$ cat config.mk
export PLATFORM = sky130hd
export DESIGN_NAME = ram_bist_sequencer_flat
export DESIGN_NICKNAME = d
export VERILOG_FILES = /design/src/rtl/ram_bist_sequencer_if.sv /design/src/rtl/ram_bist_sequencer.sv /design/src/flat_wrapper.sv
export SDC_FILE = /design/constraint.sdc
export NUM_CORES = 1
export LEC_CHECK = 0
export CELL_PAD_IN_SITES_DETAIL_PLACEMENT = 1
export CELL_PAD_IN_SITES_GLOBAL_PLACEMENT = 1
export CORE_MARGIN = 2
export CORE_UTILIZATION = 36
export DETAILED_ROUTE_END_ITERATION = 10
export PLACE_DENSITY_LB_ADDON = 0.1
export SYNTH_ARGS = -nofsm -noshare
export SYNTH_HDL_FRONTEND = slang
export SYNTH_SLANG_ARGS = --single-unit
$ cat constraint.sdc
create_clock -name clock -period 2.9 [get_ports clock]
set_input_delay 0.29 -clock clock [delete_from_list [all_inputs] [get_ports clock]]
set_output_delay 0.29 -clock clock [all_outputs]
set_load 0.02 [all_outputs]
$ cat src/rtl/ram_bist_sequencer_if.sv
// RAM port bundle between the BIST sequencer (master) and the single-port synchronous RAM (slave).
interface ram_bist_sequencer_if #(
   parameter int ADDR_WIDTH = 4,
   parameter int DATA_WIDTH = 8
);
   logic [ADDR_WIDTH-1:0] ram_address;
   logic [DATA_WIDTH-1:0] ram_data;
   logic                  ram_wren;
   logic [DATA_WIDTH-1:0] ram_q;

   modport master (output ram_address, output ram_data, output ram_wren, input ram_q);
   modport slave  (input ram_address, input ram_data, input ram_wren, output ram_q);
endinterface

$ cat src/rtl/ram_bist_sequencer.sv
// Fill-then-verify sequencer for a single-port synchronous RAM: writes a pattern to every
// address, reads everything back through a one-stage pipeline and reports the mismatches.
module ram_bist_sequencer #(
   parameter int ADDR_WIDTH = 4,
   parameter int DATA_WIDTH = 8
) (
   input  logic                  clock,
   input  logic                  clear,
   input  logic                  start,
   input  logic [1:0]            mode,
   input  logic [DATA_WIDTH-1:0] pattern_in,
   input  logic                  verify_only,
   ram_bist_sequencer_if.master  ram,
   output logic                  busy,
   output logic                  done,
   output logic                  pass,
   output logic [ADDR_WIDTH:0]   error_count,
   output logic                  fail_valid,
   output logic [ADDR_WIDTH-1:0] first_fail_addr
);
   localparam logic [2:0] S_IDLE  = 3'd0;
   localparam logic [2:0] S_WRITE = 3'd1;
   localparam logic [2:0] S_READ  = 3'd2;
   localparam logic [2:0] S_DRAIN = 3'd3;
   localparam logic [2:0] S_DONE  = 3'd4;

   localparam logic [ADDR_WIDTH-1:0] ADDR_ONE  = {{(ADDR_WIDTH-1){1'b0}}, 1'b1};
   localparam logic [ADDR_WIDTH-1:0] ADDR_LAST = {ADDR_WIDTH{1'b1}};

   logic [2:0]            r_state;
   logic [ADDR_WIDTH-1:0] r_addr;
   logic [DATA_WIDTH-1:0] r_data;
   logic                  r_wren;
   logic [1:0]            r_mode;
   logic [DATA_WIDTH-1:0] r_pattern;
   logic                  r_verify_only;
   logic                  r_pvalid;
   logic [ADDR_WIDTH-1:0] r_paddr;
   logic [ADDR_WIDTH:0]   r_err;
   logic                  r_fail_valid;
   logic [ADDR_WIDTH-1:0] r_first_fail;
   logic                  r_busy;
   logic                  r_done;
   logic                  r_pass;

   logic [2:0]            w_state_nxt;
   logic [ADDR_WIDTH-1:0] w_addr_nxt;
   logic                  w_wren_nxt;
   logic                  w_start;
   logic [1:0]            w_mode_sel;
   logic [DATA_WIDTH-1:0] w_pat_sel;
   logic [DATA_WIDTH-1:0] w_data_nxt;
   logic                  w_mismatch;
   logic [ADDR_WIDTH:0]   w_err_nxt;

   // Expected word for an address under a given pattern mode
   function automatic logic [DATA_WIDTH-1:0] f_pattern(input logic [1:0] m,
                                                       input logic [DATA_WIDTH-1:0] p,
                                                       input logic [ADDR_WIDTH-1:0] a);
      case (m)
         2'd0:    f_pattern = p;
         2'd1:    f_pattern = '0;
         2'd2:    f_pattern = '1;
         2'd3:    f_pattern = {~a, a};
         default: f_pattern = '0;
      endcase
   endfunction

   // Next-state, address and write-enable decode
   always_comb begin
      w_state_nxt = r_state;
      w_addr_nxt  = r_addr + ADDR_ONE;
      w_wren_nxt  = 1'b0;
      w_start     = 1'b0;
      case (r_state)
         S_IDLE, S_DONE: begin
            w_addr_nxt = '0;
            if (start) begin
               w_start = 1'b1;
               if (verify_only) begin
                  w_state_nxt = S_READ;
               end else begin
                  w_state_nxt = S_WRITE;
                  w_wren_nxt  = 1'b1;
               end
            end else begin
               w_state_nxt = r_state;
            end
         end
         S_WRITE: begin
            if (r_addr == ADDR_LAST) begin
               w_state_nxt = S_READ;
            end else begin
               w_wren_nxt = 1'b1;
            end
         end
         S_READ: begin
            if (r_addr == ADDR_LAST) begin
               w_state_nxt = S_DRAIN;
            end else begin
               w_state_nxt = S_READ;
            end
         end
         S_DRAIN: begin
            w_state_nxt = S_DONE;
            w_addr_nxt  = '0;
         end
         default: begin
            w_state_nxt = S_IDLE;
            w_addr_nxt  = '0;
         end
      endcase
   end

   // Pattern selection for the next write word and compare of the returning read data
   always_comb begin
      if (w_start) begin
         w_mode_sel = mode;
         w_pat_sel  = pattern_in;
      end else begin
         w_mode_sel = r_mode;
         w_pat_sel  = r_pattern;
      end
      w_data_nxt = f_pattern(w_mode_sel, w_pat_sel, w_addr_nxt);
      w_mismatch = r_pvalid && (ram.ram_q != f_pattern(r_mode, r_pattern, r_paddr));
      w_err_nxt  = r_err + {{ADDR_WIDTH{1'b0}}, w_mismatch};
   end

   // State, RAM drive, read pipeline and result registers
   always_ff @(posedge clock) begin
      if (clear) begin
         r_state       <= S_IDLE;
         r_addr        <= '0;
         r_data        <= '0;
         r_wren        <= 1'b0;
         r_mode        <= 2'd0;
         r_pattern     <= '0;
         r_verify_only <= 1'b0;
         r_pvalid      <= 1'b0;
         r_paddr       <= '0;
         r_err         <= '0;
         r_fail_valid  <= 1'b0;
         r_first_fail  <= '0;
         r_busy        <= 1'b0;
         r_done        <= 1'b0;
         r_pass        <= 1'b0;
      end else begin
         r_state  <= w_state_nxt;
         r_addr   <= w_addr_nxt;
         r_data   <= w_data_nxt;
         r_wren   <= w_wren_nxt;
         r_pvalid <= (r_state == S_READ);
         r_paddr  <= r_addr;
         if (w_start) begin
            r_mode        <= mode;
            r_pattern     <= pattern_in;
            r_verify_only <= verify_only;
            r_err         <= '0;
            r_fail_valid  <= 1'b0;
            r_first_fail  <= '0;
            r_pass        <= 1'b0;
            r_done        <= 1'b0;
            r_busy        <= 1'b1;
         end else begin
            r_err <= w_err_nxt;
            if (w_mismatch && !r_fail_valid) begin
               r_fail_valid <= 1'b1;
               r_first_fail <= r_paddr;
            end
            // The drain compare is folded into the pass verdict as done rises
            if (r_state == S_DRAIN) begin
               r_busy <= 1'b0;
               r_done <= 1'b1;
               r_pass <= (w_err_nxt == '0);
            end
         end
      end
   end

   assign ram.ram_address  = r_addr;
   assign ram.ram_data     = r_data;
   assign ram.ram_wren     = r_wren;
   assign busy             = r_busy;
   assign done             = r_done;
   assign pass             = r_pass;
   assign error_count      = r_err;
   assign fail_valid       = r_fail_valid;
   assign first_fail_addr  = r_first_fail;
endmodule

$ cat src/flat_wrapper.sv
// flat-port wrapper written by rule: the top's interface ports become plain ports
module ram_bist_sequencer_flat 
#(
   parameter int ADDR_WIDTH = 4,
   parameter int DATA_WIDTH = 8
)
  (clock, clear, start, mode, pattern_in, verify_only, busy, done, pass, error_count, fail_valid, first_fail_addr, ram_ram_address, ram_ram_data, ram_ram_wren, ram_ram_q);
  ram_bist_sequencer_if #(.ADDR_WIDTH(ADDR_WIDTH), .DATA_WIDTH(DATA_WIDTH)) ram_i ();
  input  logic clock;
  input  logic clear;
  input  logic start;
  input  logic [1:0] mode;
  input  logic [DATA_WIDTH-1:0] pattern_in;
  input  logic verify_only;
  output logic busy;
  output logic done;
  output logic pass;
  output logic [ADDR_WIDTH:0] error_count;
  output logic fail_valid;
  output logic [ADDR_WIDTH-1:0] first_fail_addr;
  output wire logic [$bits(ram_i.ram_address)-1:0] ram_ram_address;
  output wire logic [$bits(ram_i.ram_data)-1:0] ram_ram_data;
  output wire logic [$bits(ram_i.ram_wren)-1:0] ram_ram_wren;
  input wire logic [$bits(ram_i.ram_q)-1:0] ram_ram_q;
  assign ram_ram_address = ram_i.ram_address;
  assign ram_ram_data = ram_i.ram_data;
  assign ram_ram_wren = ram_i.ram_wren;
  assign ram_i.ram_q = ram_ram_q;
  ram_bist_sequencer #(.ADDR_WIDTH(ADDR_WIDTH), .DATA_WIDTH(DATA_WIDTH)) u_core (.clock(clock), .clear(clear), .start(start), .mode(mode), .pattern_in(pattern_in), .verify_only(verify_only), .ram(ram_i), .busy(busy), .done(done), .pass(pass), .error_count(error_count), .fail_valid(fail_valid), .first_fail_addr(first_fail_addr));
endmodule
==> run summary <==
The flop-to-flop setup slack came out at roughly 0.27 ns. Averaged over all synthesized cells, the footprint is 8.28 µm². No sink is reached through more buffers than the 2 on the longest clock path. The clock-pin transition on the worst setup and hold timing paths came out at 0.09 ns. In this run, post-CTS hold repair placed 0 buffers. The total detailed-routing wirelength is 5.34 mm. The post-CTS setup buffer count is 0. At the worst endpoint, the required time is 3.15 ns.

The largest fanout of any net on the critical path came out at 14. After floorplanning, the core was sized to cover approximately 0.0055 mm². In this run the worst setup path begins at u_core.r_mode[1]$_SDFF_PP0_. The height of the die came out at 79.2 µm. The launch point of the worst hold path is u_core.first_fail_addr[1]$_SDFFE_PP0P_. Setup repair after global routing left no endpoint under its margin.

The number of buffers inserted during clock tree synthesis is 5. At the end of routability-driven placement, the weighted congestion stood at 0.840. In this run the horizontal extent of the chip is just under 80 µm. The endpoint identified for the worst register-to-register timing path is u_core.pass$_SDFFE_PP0P_.

The number of global-route vias before repair is between 1500 and 2000. The most used standard cell by instance count after synthesis is dfxtp_1. The largest total area in the synthesized netlist belongs to dfxtp_1. The sink count of the clock tree is 44.

The run finished with clean final reports. By startpoint and endpoint, the worst setup path is classified as register to register. The synthesis-to-layout area growth is 35.1%. The minimum period implied by the final worst setup slack is roughly 2.6 ns. The number of different library cells used by synthesis comes to 44.

The layout net count came out at 324. Sorting the synthesized cells by area gives the leading types as dfxtp_1, nand2_1, a21oi_1, nor2_1, mux2i_1. Timing analysis after detailed placement gives a worst setup slack of -0.101 ns. The global-route wire length before repair is 8.99 mm. The violation count after the first detailed-route iteration came out at 42.

The cell row count is 27. The area of the die is 0.00628 mm². Counting flops with an async set or reset pin after synthesis yields a share of 0%. The worst-skew pair later-pin latency is 0.30 ns. The fraction of final layout cells sized beyond drive strength 1 came out at 10.3%. The synthesis-stage register bit count came out at 44. Yosys mapped a number of flops with a built-in enable equal to 0.

The average via count per standard cell came out at a little under 5. The maximum achievable frequency came out at ~380 MHz. Setup violations remaining at the end of the flow were counted as 0. The data arrival time of the critical path is 2.88 ns. The number of instances in the placed design came out at approximately 360. The hold violation total from the final report came out at 0. The worst hold slack after final layout is 0.459 ns. In the synthesized netlist the dominant register cell turns out to be dfxtp_1. The cell sitting at the root of the clock tree is a clkbuf_8. For this design the top-level I/O count stands at 48.

The number of antenna violations at the first check in global routing is 0. The top cell type by area accounts for 43.2% of the synthesized area. Once the floorplan was initialized, standard cells occupied 37.2% of the core. The H-tree was split into 2 levels.

The count of buffers added on input and output ports is 47. The worst-case IR drop observed on VDD is 0.253 mV. The TritonCTS clock tree is yes. The average wire length per cell after detail routing came out at roughly 14 µm. The antenna violation net count after detailed routing came out at 0. In the synthesized netlist, the cells that appear most often are dfxtp_1, nand2_1, nor2_1. The path with the worst hold slack has its endpoint at u_core.first_fail_addr[1]$_SDFFE_PP0P_.

The maximum number of pins on one net before global-route repair is 28. The gate count of the mapped netlist is about 250. In this run the cell area of the synthesized design comes to 0.00204 mm². After filler insertion, the fill cell instance count of the layout stands at 676.

The final setup skew came out at 0.0106 ns. The sum of net half-perimeters after detailed placement is 3.94 mm. The worst flop-to-flop path startpoint is u_core.r_mode[1]$_SDFF_PP0_. The part of the Yosys area used for sequential elements came out at around 43%.

In the finished design, the share of the clock period the worst path needs comes to about nine tenths. The completed layout was analyzed and its total power is 0.00145 W. STA classifies the critical path startpoint as a register.

In this run the power density over the cells is 525 mW/mm². The number of detailed-route iterations in the first pass came out at 4. Headroom to the max-slew limit came out at between 50 and 60%.

The DRC violation count after routing came out at 0. The max-slew violation count is 0. The final worst-path setup slack came out at 0.267 ns. For this run, the number of standard cells in the final layout without fillers is 372. The worst hold path belongs to the class register to register. STA classifies the critical path endpoint as a register.

For the pin with the worst max-slew slack, the measured transition is about 0.65 ns. The overall fraction of global-route tracks in use came out at 18.5%. The global-route congestion overflow total is 0. The worst hold path passes through 2 cells. The number of max-capacitance violations reported came out at 0. The number of cells on the worst reg-to-reg path is 13. The number of synthesis warnings came out at 0. The number of antenna repair diodes came out at 0. The standby leakage power came out at 1.04 nW.

The total nets after synthesis is 271. The total via count after detailed routing came out at between 1500 and 2000.
[repair_timing]
| item | CTS | global route |
|---|---|---|
| hold endpoints to repair | 0 | 0 |
| setup endpoints to repair | 0 | 2 |
| resized for setup | 0 | 6 |
[cells in the final DEF, fill, tap and decap left out, types with 2 or more instances in the layout]
cell type	n
clkdlybuf4s50_1	47
dfxtp_1	42
nand2_1	39
nor2_1	27
a21oi_1	22
inv_1	13
buf_4	10
nor3_1	9
nor2b_1	7
mux2i_1	7
nand3_1	6
clkbuf_8	6
xnor2_1	5
o21ai_0	5
o22ai_1	4
or2b_1	3
nand2b_1	3
a31oi_1	3
and3_1	3
o211ai_1	2
o21bai_1	2
nand4_1	2
o21a_1	2
or2_2	2
a22oi_1	2
xor2_1	2
and2_1	2
nor4_2	2
ha_1	2
[logic make-up (layout without fill, tap and decap cells)]
group	after synthesis	count (layout)	share of synthesized area (%)
compound gates	53	53	18.1
xor+xnor	7	7	3.01
fa+ha+maj	3	3	1.84
buf+inv	24	78	5.41
flops	44	44	43.2
mux	7	7	3.44
simple gates	108	108	25.0
[layout make-up]
class,count,area [µm²],area share (%)
Clock inverter,2,38.8,1.41
Inverter,13,48.8,1.77
Sequential cell,44,886,32.2
Multi-Input combinational cell,178,1060,38.5
Timing Repair Buffer,57,546,19.8
Clock buffer,6,82.6,3.00
Tap cell,72,90.1,3.27
[how the worst max path moves through the flow]
stage,end,cells past startpoint
finish,u_core.pass$_SDFFE_PP0P_,13
global route,u_core.pass$_SDFFE_PP0P_,13
CTS,u_core.pass$_SDFFE_PP0P_,13
detailed placement,u_core.pass$_SDFFE_PP0P_,13
global placement,u_core.pass$_SDFFE_PP0P_,13
floorplan,u_core.pass$_SDFFE_PP0P_,13
[flip-flops by register name, summed over array words and instances (netlist names), 2 cells and up]
register and count:
u_core.r_pattern 8, u_core.ram.ram_data 8, u_core.error_count 5, u_core.first_fail_addr 4, u_core.r_paddr 4, u_core.ram.ram_address 4, u_core.r_state 3, u_core.r_mode 2
[routing by layer]
metal | share of wire (%) | global-route usage (%) | vias up
met1 | 50 | 26.0 | 845
met2 | 44 | 27.5 | 41
met3 | 4.3 | 4.77 | 4
met5 | 0 | 0 | -
li1 | - | - | 947
met4 | 1.4 | 6.21 | 0
[worst max-delay path: stages, from the launching register on]
cell	delay, ns
dfxtp_4	0.40
buf_4	0.16
o21bai_2	0.14
a221oi_2	0.09
a2111oi_4	0.32
nand4_1	0.18
o21a_1	0.25
ha_2	0.20
ha_1	0.22
nor4_2	0.23
a31oi_1	0.08
nor4_2	0.17
a21oi_1	0.07
nor2_1	0.08
[report_power, final]
group,switching (W),internal (W),leakage (nW)
Clock,0.000217,0.000282,0.0614
Combinational,0.000142,0.000138,0.622
Sequential,0.0000295,0.000638,0.360
[through the flow]
step	util [%]	TNS (ns)	instance area, µm²
floorplan	-	0	2040
global placement	47.7	0	2610
detailed placement	47.7	-0.101	2610
CTS	49.9	0	2730
global route	50.3	0	2750
finish	50.3	0	2750
(Power assumes the default switching activity.)
